### src/rtl/seq_divider_bus.sv
// Restoring divider (unsigned or two's-complement) with a BUS_W-bit valid/ready
// front end that collects both operands and a back end that streams quotient then remainder.
module seq_divider_bus #(
  parameter int DATA_W = 16,
  parameter int BUS_W  = 8
) (
  input  logic             clk,
  input  logic             rst,
  input  logic             in_valid,
  output logic             in_ready,
  input  logic [BUS_W-1:0] in_data,
  input  logic             in_signed,
  output logic             out_valid,
  input  logic             out_ready,
  output logic [BUS_W-1:0] out_data,
  output logic             out_last,
  output logic             out_error,
  output logic             busy
);

  localparam int N      = DATA_W / BUS_W;
  localparam int BEATS  = 2 * N;
  localparam int CNT_W  = (BEATS > 2) ? $clog2(BEATS) : 1;
  localparam int DIV_CW = $clog2(DATA_W + 1);
  localparam logic [DATA_W-1:0] MIN_NEG = {1'b1, {(DATA_W-1){1'b0}}};

  generate
    if ((DATA_W % BUS_W) != 0 || DATA_W < BUS_W || DATA_W < 2) begin : g_bad_width
      $error("seq_divider_bus: DATA_W must be a non-zero multiple of BUS_W");
    end
  endgenerate

  typedef enum logic [2:0] {RECV, PREP, DIV, FIX, SEND} state_t;

  state_t state, state_nxt;

  logic [2*DATA_W-1:0] in_sr;
  logic [2*DATA_W-1:0] out_sr;
  logic [CNT_W-1:0]    in_cnt;
  logic [CNT_W-1:0]    out_cnt;
  logic [DIV_CW-1:0]   div_cnt;
  logic                is_signed;
  logic [DATA_W-1:0]   quo;
  logic [DATA_W:0]     rem;
  logic [DATA_W-1:0]   dvs_mag;
  logic                q_neg;
  logic                r_neg;
  logic                div_zero;
  logic                ovf;
  logic                err;

  logic [DATA_W-1:0]   dividend;
  logic [DATA_W-1:0]   divisor;
  logic                dvd_neg;
  logic                dvs_neg;
  logic [DATA_W-1:0]   dvd_mag_c;
  logic [DATA_W-1:0]   dvs_mag_c;
  logic [DATA_W+1:0]   rem_sh;
  logic [DATA_W+1:0]   trial;
  logic [DATA_W-1:0]   q_fix;
  logic [DATA_W-1:0]   r_fix;
  logic                last_in;
  logic                last_out;
  logic                div_done;

  // Beats shift in from the top, so after 2N beats the dividend's LS beat sits at bit 0.
  assign dividend  = in_sr[DATA_W-1:0];
  assign divisor   = in_sr[2*DATA_W-1:DATA_W];
  assign dvd_neg   = is_signed & dividend[DATA_W-1];
  assign dvs_neg   = is_signed & divisor[DATA_W-1];
  assign dvd_mag_c = dvd_neg ? -dividend : dividend;
  assign dvs_mag_c = dvs_neg ? -divisor : divisor;

  assign rem_sh    = {rem, quo[DATA_W-1]};
  assign trial     = rem_sh - {2'b00, dvs_mag};

  assign last_in   = (in_cnt == CNT_W'(BEATS - 1));
  assign last_out  = (out_cnt == CNT_W'(BEATS - 1));
  assign div_done  = (div_cnt == DIV_CW'(DATA_W - 1));

  always_comb begin
    q_fix = quo;
    r_fix = rem[DATA_W-1:0];
    if (div_zero) begin
      q_fix = '1;
      r_fix = dividend;
    end else if (ovf) begin
      q_fix = MIN_NEG;
      r_fix = '0;
    end else begin
      if (q_neg) q_fix = -quo;
      if (r_neg) r_fix = -rem[DATA_W-1:0];
    end
  end

  always_ff @(posedge clk) begin
    if (rst) state <= RECV;
    else     state <= state_nxt;
  end

  always_comb begin
    state_nxt = state;
    in_ready  = 1'b0;
    out_valid = 1'b0;
    case (state)
      RECV: begin
        in_ready = 1'b1;
        if (in_valid && last_in) state_nxt = PREP;
      end
      PREP: state_nxt = DIV;
      DIV:  if (div_done) state_nxt = FIX;
      FIX:  state_nxt = SEND;
      SEND: begin
        out_valid = 1'b1;
        if (out_ready && last_out) state_nxt = RECV;
      end
      default: state_nxt = RECV;
    endcase
  end

  always_ff @(posedge clk) begin
    if (rst) begin
      in_sr     <= '0;
      out_sr    <= '0;
      in_cnt    <= '0;
      out_cnt   <= '0;
      div_cnt   <= '0;
      is_signed <= 1'b0;
      quo       <= '0;
      rem       <= '0;
      dvs_mag   <= '0;
      q_neg     <= 1'b0;
      r_neg     <= 1'b0;
      div_zero  <= 1'b0;
      ovf       <= 1'b0;
      err       <= 1'b0;
    end else begin
      case (state)
        RECV: begin
          if (in_valid) begin
            in_sr  <= {in_data, in_sr[2*DATA_W-1:BUS_W]};
            in_cnt <= last_in ? '0 : in_cnt + 1'b1;
            if (in_cnt == '0) is_signed <= in_signed;
          end
        end
        PREP: begin
          quo      <= dvd_mag_c;
          dvs_mag  <= dvs_mag_c;
          rem      <= '0;
          q_neg    <= dvd_neg ^ dvs_neg;
          r_neg    <= dvd_neg;
          div_zero <= (divisor == '0);
          ovf      <= is_signed && (dividend == MIN_NEG) && (divisor == '1);
          div_cnt  <= '0;
        end
        DIV: begin
          // Non-negative trial means the shifted remainder covers the divisor.
          if (!trial[DATA_W+1]) rem <= trial[DATA_W:0];
          else                  rem <= rem_sh[DATA_W:0];
          quo     <= {quo[DATA_W-2:0], ~trial[DATA_W+1]};
          div_cnt <= div_cnt + 1'b1;
        end
        FIX: begin
          out_sr  <= {r_fix, q_fix};
          out_cnt <= '0;
          err     <= div_zero;
        end
        SEND: begin
          if (out_ready) begin
            out_sr  <= {{BUS_W{1'b0}}, out_sr[2*DATA_W-1:BUS_W]};
            out_cnt <= last_out ? '0 : out_cnt + 1'b1;
          end
        end
        default: ;
      endcase
    end
  end

  assign out_data  = (state == SEND) ? out_sr[BUS_W-1:0] : '0;
  assign out_last  = (state == SEND) && last_out;
  assign out_error = (state == SEND) && err;
  assign busy      = (state != RECV) || (in_cnt != '0);

endmodule

### config.mk
export PLATFORM = sky130hd
export DESIGN_NAME = seq_divider_bus
export DESIGN_NICKNAME = d
export VERILOG_FILES = /design/src/rtl/seq_divider_bus.sv
export SDC_FILE = /design/constraint.sdc
export NUM_CORES = 1
export LEC_CHECK = 0
export ABC_AREA = 1
export BUFFER_PORTS_ARGS = -buffer_cell sky130_fd_sc_hd__buf_2
export CELL_PAD_IN_SITES_DETAIL_PLACEMENT = 0
export CELL_PAD_IN_SITES_GLOBAL_PLACEMENT = 1
export CORE_UTILIZATION = 48
export DETAILED_ROUTE_END_ITERATION = 12
export GPL_TIMING_DRIVEN = 1
export PLACE_DENSITY_LB_ADDON = 0.1
export SKIP_LAST_GASP = 1
export SYNTH_ARGS = -nofsm -noshare
export SYNTH_HDL_FRONTEND = slang
export SYNTH_SLANG_ARGS = --single-unit
### constraint.sdc
create_clock -name clk -period 3.5 [get_ports clk]
set_input_delay 0.525 -clock clk [delete_from_list [all_inputs] [get_ports clk]]
set_output_delay 0.525 -clock clk [all_outputs]
set_load 0.02 [all_outputs]
Word level (Yosys, flattened, before mapping):

Cells that the tools add are included.
W data, S select, Z words.

* multiplexer cells: 25
* equality and inequality tests: 13
* add/subtract/negate cells: 8
* reduce and logical (&&, ||, !) cells: 18
* bitwise operators: 4

Operator list (count)
* $mux W16: 8
* $neg A16 Y16: 4
* $pmux W32 S2: 1
* $pmux W17 S2: 1
* $eq A16 B16 Y1 const B: 2
* $mux W32: 1
* $pmux W16 S2: 1
* $sub A18 B16 Y18: 1
* $mux W17: 1
* $logic_not A16 Y1: 1
* $pmux W3 S5: 1
* $pmux W5 S2: 1
* $mux W3: 3
* $mux W8: 1
* $ne A2 B2 Y1 const B: 4
* $eq A3 B2 Y1 const B: 2
* $logic_and A1 B1 Y1: 6
* $mux W2: 3
* $reduce_and A3 Y1: 2
* $reduce_bool A2 Y1: 3
* $add A5 B1 Y5 const B: 1
* $eq A5 B4 Y1 const B: 1
* $add A2 B1 Y2 const B: 2
* $eq A2 B2 Y1 const B: 2
* 12 further kinds: 15

* register bits: 131
* output and inout bits: 13
* input bits: 13
* logic and storage cells: 83

Logic depth before layout (Yosys ltp):

Gate-level depths: netlist (run 1).

* word-level depth: 5
* gate-level depth with buffers: 16
* depth with buffers taken out: 15

Worst setup path after synthesis (run 1):

OpenSTA, ideal clock, no wires.

* path type: reg2reg
* start point: register rem[11]
* end point: register rem[11]
* arrival: 1.727 ns
* clock period less this slack: 1.860 ns
* data required time: 3.368 ns
* cell stages (with the launch flop): 13
* path slack: 1.640 ns
* buffers on the path: 1
* library setup time: 0.132 ns
* cells stage by stage: dfxtp_1 ha_1 nand2_2 inv_1 nand2_1 a21oi_1 nor2_2 nand2_4 nand2_4 buf_6 nand3_1 nand3_1 a21oi_1

* word-level cells in the longest chain between the ends: 3

Ends and longest elaborated chain
* start, declared: line 44 `logic [DATA_W:0] rem;`
* start signal, assigned: line 158 `if (!trial[DATA_W+1]) rem <= trial[DATA_W:0];`
* start signal, assigned: line 159 `else rem <= rem_sh[DATA_W:0];`
* $sub A18 B16 Y18: line 75 `assign trial = rem_sh - {2'b00, dvs_mag};`
* $mux W17: line 158
* $pmux W17 S2: line 138 `case (state)`

No other way between the ends.
A chain may end at the register's enable or synchronous reset.

Worst setup path after layout (run 1):

* start point: register state[1]
* end point: register out_sr[29]

* word-level cells in the longest chain between the ends: 3
* elaborated cells on any way between the ends: 6
* classes of those cells: eq/ne (3); mux (1); reduce/logical (2)

Ends and longest elaborated chain
* start, declared: line 35 `state_t state, state_nxt;`
* start signal, assigned: line 98 `else state <= state_nxt;`
* $eq A3 B3 Y1 or $eq A3 B2 Y1 (tied branches): line 138
* $ne A2 B2 Y1 (no line) or $reduce_bool A2 Y1 (tied branches)
* $reduce_and A2 Y1 (no line)
* end signal, assigned: line 164 `out_sr <= {r_fix, q_fix};`
* end signal, assigned: line 170 `out_sr <= {{BUS_W{1'b0}}, out_sr[2*DATA_W-1:BUS_W]};`
* end, declared: line 38 `logic [2*DATA_W-1:0] out_sr;`

Parallel ways exist; a longest one is shown, timed or not.

==> impl_metrics.env, run 1 <==
export IMPL_drv_cap=0
export IMPL_synth_flop_cell="dfxtp_1"
export IMPL_area_growth_pct=9.740
export IMPL_synth_cell_types=43
export IMPL_hpwl_um=16610
export IMPL_drc_errors=0
export IMPL_worst_path_largest_cell_delay_ps=450
export IMPL_hold_path_class="primary input to register"
export IMPL_clk_latency_ps=430
export IMPL_worst_pin_slew_ps=1082
export IMPL_grt_pass1_wl_um=37340
export IMPL_min_period_ps=2403
export IMPL_multi_input_area_um2=4473
export IMPL_period_share_pct=68.67
export IMPL_synth_top_area_share_pct=32.61
export IMPL_synth_edff_count=0
export IMPL_cts_resized=0
export IMPL_coreArea_um2=16120
export IMPL_overflow=0
export IMPL_use_met2_pct=40.39
export IMPL_synth_warnings=0
export IMPL_root_buffer="clkbuf_16"
export IMPL_rows=46
export IMPL_yosysSeqAreaShare_pct=32.61
export IMPL_finalSetupViolations=0
export IMPL_num_vias=8074
export IMPL_clock_path_buffers=2
export IMPL_netlist_area_um2=8041
export IMPL_io_pins=26
export IMPL_busiest_layer="met2"
export IMPL_die_w_um=131.4
export IMPL_crit_type="register to register"
export IMPL_hold_ws_ps=352.1
export IMPL_grt_util_met1_pct=39.84
export IMPL_post_cts_setup_buffers=0
export IMPL_power_density_nw_per_um2=524.3
export IMPL_drive_gt1_share_pct=7.790
export IMPL_regArea_um2=2623
export IMPL_first_global_vias=7133
export IMPL_dr_pass1_iters=5
export IMPL_r2r_cells=8
export IMPL_hold_viol_final=0
export IMPL_skew_ps=7.883
export IMPL_tns_ps=0
export IMPL_postRouteAntennaNets=0
export IMPL_cts_tree="built"
export IMPL_critPathSlowestCell="dfxtp_1"
export IMPL_io_buffers=25
export IMPL_grt_usage_pct=27.19
export IMPL_async_flop_share_pct=0
export IMPL_start_util_pct=49.90
export IMPL_cts_sinks=131
export IMPL_dieArea_um2=17280
export IMPL_die_y_um=131.4
export IMPL_n_antenna_cell=0
export IMPL_viasPerCell=5.478
export IMPL_wl_per_cell_um=15.56
export IMPL_cp_max_fo=33
export IMPL_ys_seq_elements=131
export IMPL_leakagePower_nw=3.822
export IMPL_fmax_ghz=0.4161
export IMPL_place_congestion=0.8853
export IMPL_cts_hold_buf=0
export IMPL_crit_arrival_ps=2690
export IMPL_path_clk_slew_ps=60
export IMPL_cts_max_level=4
export IMPL_required_ps=3790
export IMPL_final_fill_count=1684
export IMPL_wirelength_um=22940
export IMPL_end_kind="register"
export IMPL_synth_largest_area_cell="dfxtp_1"
export IMPL_syn_avg_cell_area_um2=6.428
export IMPL_antenna_found_initial=1
export IMPL_ir_worst_vdd_mv=0.3886
export IMPL_yosys_top_cells_area="dfxtp_1 33%, nand2_1 12%, a21oi_1 9.0%"
export IMPL_use_met3_pct=5.748
export IMPL_slew_headroom_pct=27.78
export IMPL_crit_path_start_kind="register"
export IMPL_grt_setup_unrepaired="false"
export IMPL_yosysMostFrequentCell="nand2_1"
export IMPL_whs_path_depth=3
export IMPL_nNetsFinal=1285
export IMPL_syn_inst=1251
export IMPL_grt_max_degree=75
export IMPL_numCtsBuffers=17
export IMPL_syn_nets=1291
export IMPL_run_status="finished clean"
export IMPL_total_power_mw=4.627
export IMPL_slew_violations=0
export IMPL_yosys_top_cells_count="256 x nand2_1, 176 x inv_1, 145 x a21oi_1, 140 x o21ai_0, 131 x dfxtp_1"
export IMPL_cp_cell_sequence="inv_2 -> nor3_1 -> inv_1 -> o21ai_4 -> buf_4 -> o22ai_1 -> a31oi_1 -> nor2_1"
export IMPL_drt_initial_drc_count=634
==> layout make-up <==
cell class | count | area share (%)
clock buffer | 17 | 4.821
clock inverter | 15 | 1.914
inverter | 185 | 7.869
multi-input combinational | 879 | 50.69
sequential | 131 | 29.72
tap | 216 | 3.063
timing repair buffer | 31 | 1.928
==> flip-flops by register name (all words and copies together), names as in the netlist, 2 cells and up <==
register and count:
div_cnt 5, in_cnt 2, out_sr 32, in_sr 32
quo 16, out_cnt 2, state 3, rem 17
dvs_mag 16
==> final timing paths <==
path	startpoint	endpoint	slack, ps
setup / recovery	state[1]	out_sr[29]	1100
hold reg to reg	div_cnt[3]	div_cnt[3]	470
setup reg to reg	state[1]	out_sr[29]	1100
hold / removal	in_data[7]	in_sr[31]	350
==> per-stage QoR <==
step	setup WS, ps	area [µm²]	cells	util (%)
floorplan	1640	8041	1251	-
global placement	1203	8230	1442	51.07
detailed placement	1208	8230	1442	51.07
CTS	1102	8825	1474	54.76
global route	921.0	8825	1474	54.76
finish	1097	8825	1474	54.76
==> worst max-delay path, delay by kind of cell, from the launching register on <==
kind                   cells  cell delay (ps)
buffers and inverters      3              720
AOI/OAI and AO/OA          3              610
and+or+nand+nor            2              480
DFF                        1              450
==> per-layer routing <==
layer  wire (µm)  up-vias
met5           0        -
met4         149        0
met3        1355       18
met2        9855      240
met1       11570     3697
li1            -     4119
==> power breakdown <==
group          internal, mW  switching, mW  leakage [nW]
registers              1.55         0.0727          1.06
logic                 0.389          0.803          2.46
clock network          1.07          0.741         0.294
==> cell families after synthesis <==
| logic type | share of synthesized area (%) |
|---|---|
| XOR/XNOR | 1.960 |
| AO/OA/AOI/OAI | 21.36 |
| buffers and inverters | 11.89 |
| flip-flops | 32.61 |
| AND/OR/NAND/NOR | 27.88 |
| adder cells (fa/ha/maj) | 4.294 |
==> layout by cell type, fill, tap and decap left out, types with 8 or more instances in the layout <==
| cell | n |
|---|---|
| clkbuf_16 | 17 |
| nor3_1 | 17 |
| nor2_1 | 73 |
| buf_2 | 25 |
| a31oi_1 | 11 |
| a21oi_1 | 145 |
| inv_1 | 175 |
| inv_2 | 9 |
| nand2_1 | 255 |
| nand3_1 | 118 |
| o21ai_0 | 140 |
| o22ai_1 | 20 |
| ha_1 | 26 |
| dfxtp_1 | 131 |
| nand4_1 | 8 |
| xor2_1 | 13 |
No activity file was read; power rests on OpenSTA's default activity.
==> run 2: changes to the inputs <==
--- a/config.mk
+++ b/config.mk
@@ -9,7 +9,7 @@
 export BUFFER_PORTS_ARGS = -buffer_cell sky130_fd_sc_hd__buf_2
 export CELL_PAD_IN_SITES_DETAIL_PLACEMENT = 0
 export CELL_PAD_IN_SITES_GLOBAL_PLACEMENT = 1
-export CORE_UTILIZATION = 48
+export CORE_UTILIZATION = 45
 export DETAILED_ROUTE_END_ITERATION = 12
 export GPL_TIMING_DRIVEN = 1
 export PLACE_DENSITY_LB_ADDON = 0.1
==> constraint.sdc (replaced) <==
create_clock -name clk -period 2.3 [get_ports clk]
set_input_delay 0.345 -clock clk [delete_from_list [all_inputs] [get_ports clk]]
set_output_delay 0.345 -clock clk [all_outputs]
set_load 0.02 [all_outputs]
==> impl_metrics.env, run 2 (same netlist as run 1, synthesis figures left out) <==
export IMPL_drc_errors=0
export IMPL_finalSetupViolations=0
export IMPL_p_switching_mw=2.434
export IMPL_n_antenna_cell=0
export IMPL_worst_pin_slew_ps=904.1
export IMPL_fin_ws_ps=118.8
export IMPL_ir_worst_vdd_mv=0.7625
export IMPL_die_w_um=135.7
export IMPL_hold_path_class="primary input to register"
export IMPL_wirelength_um=23520
export IMPL_slew_violations=0
export IMPL_wl_per_cell_um=15.63
export IMPL_tns_ps=0
export IMPL_power_density_nw_per_um2=782.7
export IMPL_clock_path_buffers=2
export IMPL_reg_top3="in_sr x32, out_sr x32, rem x17"
export IMPL_grt_usage_pct=26.65
export IMPL_dieArea_um2=18410
export IMPL_power_frac_clock_pct=39.1
export IMPL_worst_path_largest_cell_delay_ps=380
export IMPL_overflow=0
export IMPL_io_pins=26
export IMPL_crit_path_start_kind="register"
export IMPL_r2r_cells=8
export IMPL_cts_max_level=4
export IMPL_cts_tree="built"
export IMPL_power_frac_comb_pct=26.0
export IMPL_post_cts_setup_buffers=0
export IMPL_nNetsFinal=1306
export IMPL_final_cell_mix="255 x nand2_1, 175 x inv_1, 145 x a21oi_1"
export IMPL_drt_initial_drc_count=685
export IMPL_antenna_found_initial=0
export IMPL_min_period_ps=2181
export IMPL_rr_startpoint="rem[13]"
export IMPL_grt_setup_unrepaired="true"
export IMPL_grt_pass1_wl_um=37960
export IMPL_critPathSlowestCell="dfxtp_2"
export IMPL_num_vias=7972
export IMPL_root_buffer="clkbuf_16"
export IMPL_area_growth_pct=12.57
export IMPL_hold_viol_final=0
export IMPL_r2r_end="rem[12]"
export IMPL_p_seq_share_pct=34.8
export IMPL_power_internal_mw=4.652
export IMPL_viasPerCell=5.301
export IMPL_place_congestion=0.8642
export IMPL_drive_gt1_share_pct=9.382
export IMPL_skew_ps=9.929
export IMPL_fmax_ghz=0.4585
export IMPL_cts_hold_buf=0
export IMPL_cpMostUsedCell="inv_2"
export IMPL_hold_ws_ps=167.9
export IMPL_crit_start="state[2]"
export IMPL_end_kind="output pin"
export IMPL_worstSetupEndpoint="out_data[7]"
export IMPL_cp_max_fo=34
export IMPL_crit_type="register to output pin"
export IMPL_rows=48
export IMPL_io_buffers=25
export IMPL_period_share_pct=94.83
export IMPL_cp_num_buf_inv=4
export IMPL_place_ws_ps=140.9
export IMPL_cp_depth=6
export IMPL_run_status="finished clean"
export IMPL_dr_pass1_iters=6
export IMPL_clk_latency_ps=430
export IMPL_hpwl_um=17300
export IMPL_required_ps=1960
export IMPL_cts_sinks=131
export IMPL_slew_headroom_pct=39.51
export IMPL_die_y_um=135.7
export IMPL_r2r_slack_ps=180
export IMPL_cp_cell_sequence="inv_2 -> nor3_4 -> inv_2 -> buf_4 -> nor2_1 -> buf_2"
export IMPL_first_global_vias=7135
export IMPL_coreArea_um2=17360
export IMPL_start_util_pct=46.33
export IMPL_path_clk_slew_ps=60
export IMPL_grt_max_degree=58
export IMPL_leakagePower_nw=3.920
export IMPL_numCtsBuffers=17
export IMPL_drv_cap=0
export IMPL_cp_top_family="buffers and inverters"
export IMPL_postRouteAntennaNets=0
export IMPL_layout_commonest_cell="nand2_1"
export IMPL_crit_arrival_ps=1840
export IMPL_final_fill_count=1831
export IMPL_switching_share_pct=34.35
==> run 2: per-layer routing <==
| layer | vias up | part of all wire [%] | global-route usage (%) |
|---|---|---|---|
| met1 | 3567 | 50 | 38.77 |
| met5 | - | 0 | 0 |
| li1 | 4162 | - | - |
| met4 | 0 | 1.3 | 7.179 |
| met3 | 26 | 6.5 | 5.425 |
| met2 | 217 | 43 | 39.40 |
==> run 2: per-stage QoR <==
step	utilization, %	total power [mW]	area [µm²]	instances
finish	52.16	7.085	9052	1504
global placement	48.61	4.329	8437	1472
floorplan	-	3.953	8041	1251
global route	52.16	7.503	9052	1504
CTS	52.11	7.107	9044	1504
detailed placement	48.61	4.335	8437	1472
==> run 2: worst reg2reg max path, cell delays in order, from the launching register on <==
cell and delay [ps]:
dfxtp_1 460, ha_1 330, a21oi_1 220, o21ai_1 140
nor2_4 230, nand3_4 250, nand3_1 170, nand3_1 80
a21oi_1 160
==> run 2: worst min-delay path by stage <==
| stage | slack [ps] | startpoint | endpoint | depth (start not counted) |
|---|---|---|---|---|
| CTS | 160 | in_data[7] | in_sr[31] | 3 |
| global placement | 450 | div_cnt[3] | div_cnt[3] | 1 |
| finish | 170 | in_data[7] | in_sr[31] | 3 |
| global route | 160 | in_data[7] | in_sr[31] | 3 |
| floorplan | 430 | rst | state[0] | 1 |
| detailed placement | 460 | dvs_mag[15] | dvs_mag[15] | 2 |
==> run 2: layout make-up <==
class                      instances  area (µm²)  area share, %
multi-input combinational        879        4487          49.56
inverter                         185       694.4          7.671
tap                              225       281.5          3.110
timing repair buffer              52       365.4          4.036
clock inverter                    12       143.9          1.589
clock buffer                      20       456.7          5.045
sequential                       131        2624          28.98
==> run 2: power groups by stage <==
stage / combinational, mW / sequential (mW) / clock, mW
after CTS: 1.83 / 2.47 / 2.81
final: 1.84 / 2.47 / 2.77
after detailed placement: 1.82 / 2.52 / 0
after global routing: 2.10 / 2.48 / 2.92
after global placement: 1.81 / 2.52 / 0
after floorplan: 1.47 / 2.48 / 0
==> run 2: repair_timing <==
item,CTS,global route
gates resized for setup,1,3
pin swaps,0,1
setup endpoints to repair,10,21
==> run 3: changes to the inputs <==
--- a/config.mk
+++ b/config.mk
@@ -9,10 +9,12 @@
 export BUFFER_PORTS_ARGS = -buffer_cell sky130_fd_sc_hd__buf_2
 export CELL_PAD_IN_SITES_DETAIL_PLACEMENT = 0
 export CELL_PAD_IN_SITES_GLOBAL_PLACEMENT = 1
-export CORE_UTILIZATION = 45
+export CORE_UTILIZATION = 46
+export CTS_BUF_LIST = sky130_fd_sc_hd__clkbuf_8
 export DETAILED_ROUTE_END_ITERATION = 12
 export GPL_TIMING_DRIVEN = 1
 export PLACE_DENSITY_LB_ADDON = 0.1
+export RECOVER_POWER = 50
 export SKIP_LAST_GASP = 1
 export SYNTH_ARGS = -nofsm -noshare
 export SYNTH_HDL_FRONTEND = slang
==> impl_metrics.env, run 3 (same netlist as run 1, synthesis figures left out) <==
export IMPL_clock_path_buffers=2
export IMPL_power_density_nw_per_um2=707.6
export IMPL_area_growth_pct=10.88
export IMPL_drv_cap=0
export IMPL_numCtsBuffers=17
export IMPL_first_global_vias=7127
export IMPL_place_inst=1467
export IMPL_layout_cells_non_filler=1502
export IMPL_required_ps=1960
export IMPL_root_buffer="clkbuf_8"
export IMPL_dpl_cell_area_um2=8418
export IMPL_skew_ps=15.48
export IMPL_grt_usage_pct=26.99
export IMPL_clk_latency_ps=460
export IMPL_crit_arrival_ps=1850
export IMPL_tns_ps=0
export IMPL_wl_per_cell_um=15.65
export IMPL_overflow=0
export IMPL_ir_worst_vdd_mv=0.6139
export IMPL_layout_commonest_cell="nand2_1"
export IMPL_grt_setup_unrepaired="true"
export IMPL_dieArea_um2=18010
export IMPL_n_antenna_cell=0
export IMPL_leakagePower_nw=3.842
export IMPL_fin_util_pct=53.01
export IMPL_fmax_ghz=0.4561
export IMPL_drt_initial_drc_count=701
export IMPL_place_congestion=0.8865
export IMPL_hold_viol_final=0
export IMPL_dr_pass1_iters=7
export IMPL_run_status="finished clean"
export IMPL_drc_errors=0
export IMPL_min_period_ps=2192
export IMPL_r2r_slack_ps=190
export IMPL_place_ws_ps=165.6
export IMPL_grt_pass1_wl_um=37750
export IMPL_antenna_found_initial=0
export IMPL_slew_headroom_pct=40.15
export IMPL_cts_hold_buf=0
export IMPL_die_w_um=134.2
export IMPL_cts_tree="built"
export IMPL_crit_type="register to output pin"
export IMPL_slew_violations=0
export IMPL_cts_sinks=131
export IMPL_worst_pin_slew_ps=894.5
export IMPL_num_vias=8041
export IMPL_io_pins=26
export IMPL_viasPerCell=5.354
export IMPL_crit_path_start_kind="register"
export IMPL_nNetsFinal=1309
export IMPL_hold_path_class="primary input to register"
export IMPL_period_share_pct=95.32
export IMPL_fin_ws_ps=107.6
export IMPL_hpwl_um=17110
export IMPL_drive_gt1_share_pct=9.906
export IMPL_final_cell_mix="255 x nand2_1, 175 x inv_1, 144 x a21oi_1"
export IMPL_coreArea_um2=16820
export IMPL_path_clk_slew_ps=80
export IMPL_wirelength_um=23500
export IMPL_rows=47
export IMPL_grt_max_degree=69
export IMPL_reg_top3="in_sr x32, out_sr x32, rem x17"
export IMPL_finalSetupViolations=0
export IMPL_cts_max_level=4
export IMPL_start_util_pct=47.81
export IMPL_final_area_um2=8916
export IMPL_cp_max_fo=34
export IMPL_end_kind="output pin"
export IMPL_die_y_um=134.2
export IMPL_io_buffers=25
export IMPL_postRouteAntennaNets=0
[run 3: cell types whose count changed in the layout (fill, tap and decap cells not counted), sizes merged]
cell	delta
nand3	+2
clkbuf	+2
bufinv	-2
clkinvlp	-3
clkinv	+4
[run 3: per-layer routing]
layer,part of all wire [%],up-vias,track usage [%]
met3,6.2,19,5.329
met2,43,231,39.29
met4,1.0,0,6.367
met1,50,3620,40.42
met5,0,-,0
li1,-,4171,-
[run 3: layout make-up]
type | instances | area, µm²
Fill cell | 1778 | 7903
Timing Repair Buffer | 53 | 369.1
Clock buffer | 21 | 289.0
Sequential cell | 131 | 2623
Inverter | 185 | 694.4
Multi-Input combinational cell | 881 | 4576
Clock inverter | 11 | 90.09
Tap cell | 220 | 275.3
[run 3: final timing paths]
kind                       to  cells after the start         from
setup / recovery    out_error                      6     state[2]
hold / removal      in_sr[31]                      3   in_data[7]
setup reg to reg       rem[1]                     13   dvs_mag[2]
hold reg to reg   dvs_mag[15]                      2  dvs_mag[15]
[run 3: power breakdown]
| part | internal [mW] | switching [mW] | total [mW] | leakage, nW |
|---|---|---|---|---|
| sequential | 2.36 | 0.108 | 2.47 | 1.06 |
| combinational | 0.669 | 1.30 | 1.97 | 2.59 |
| clock | 0.880 | 0.995 | 1.88 | 0.190 |
[run 3: critical path, stage by stage, from the launching register on]
cell and delay, ps:
dfxtp_1 440, inv_2 70, nor3_4 230, inv_2 90, buf_4 240, nor2_1 130
buf_2 170
[run 3: through the flow]
step / power, mW / hold WS, ps
6_report: 6.309 / 138.2
5_1_grt: 6.725 / 134.4
4_1_cts: 6.195 / 118.3
3_5_place_dp: 4.324 / 456.7
3_3_place_gp: 4.320 / 453.7
2_1_floorplan: 3.953 / 434.1
[run 3: what timing repair did]
action,CTS,global route
endpoints found under the setup margin,0,26
setup buffers,0,1
gates resized for setup,0,11
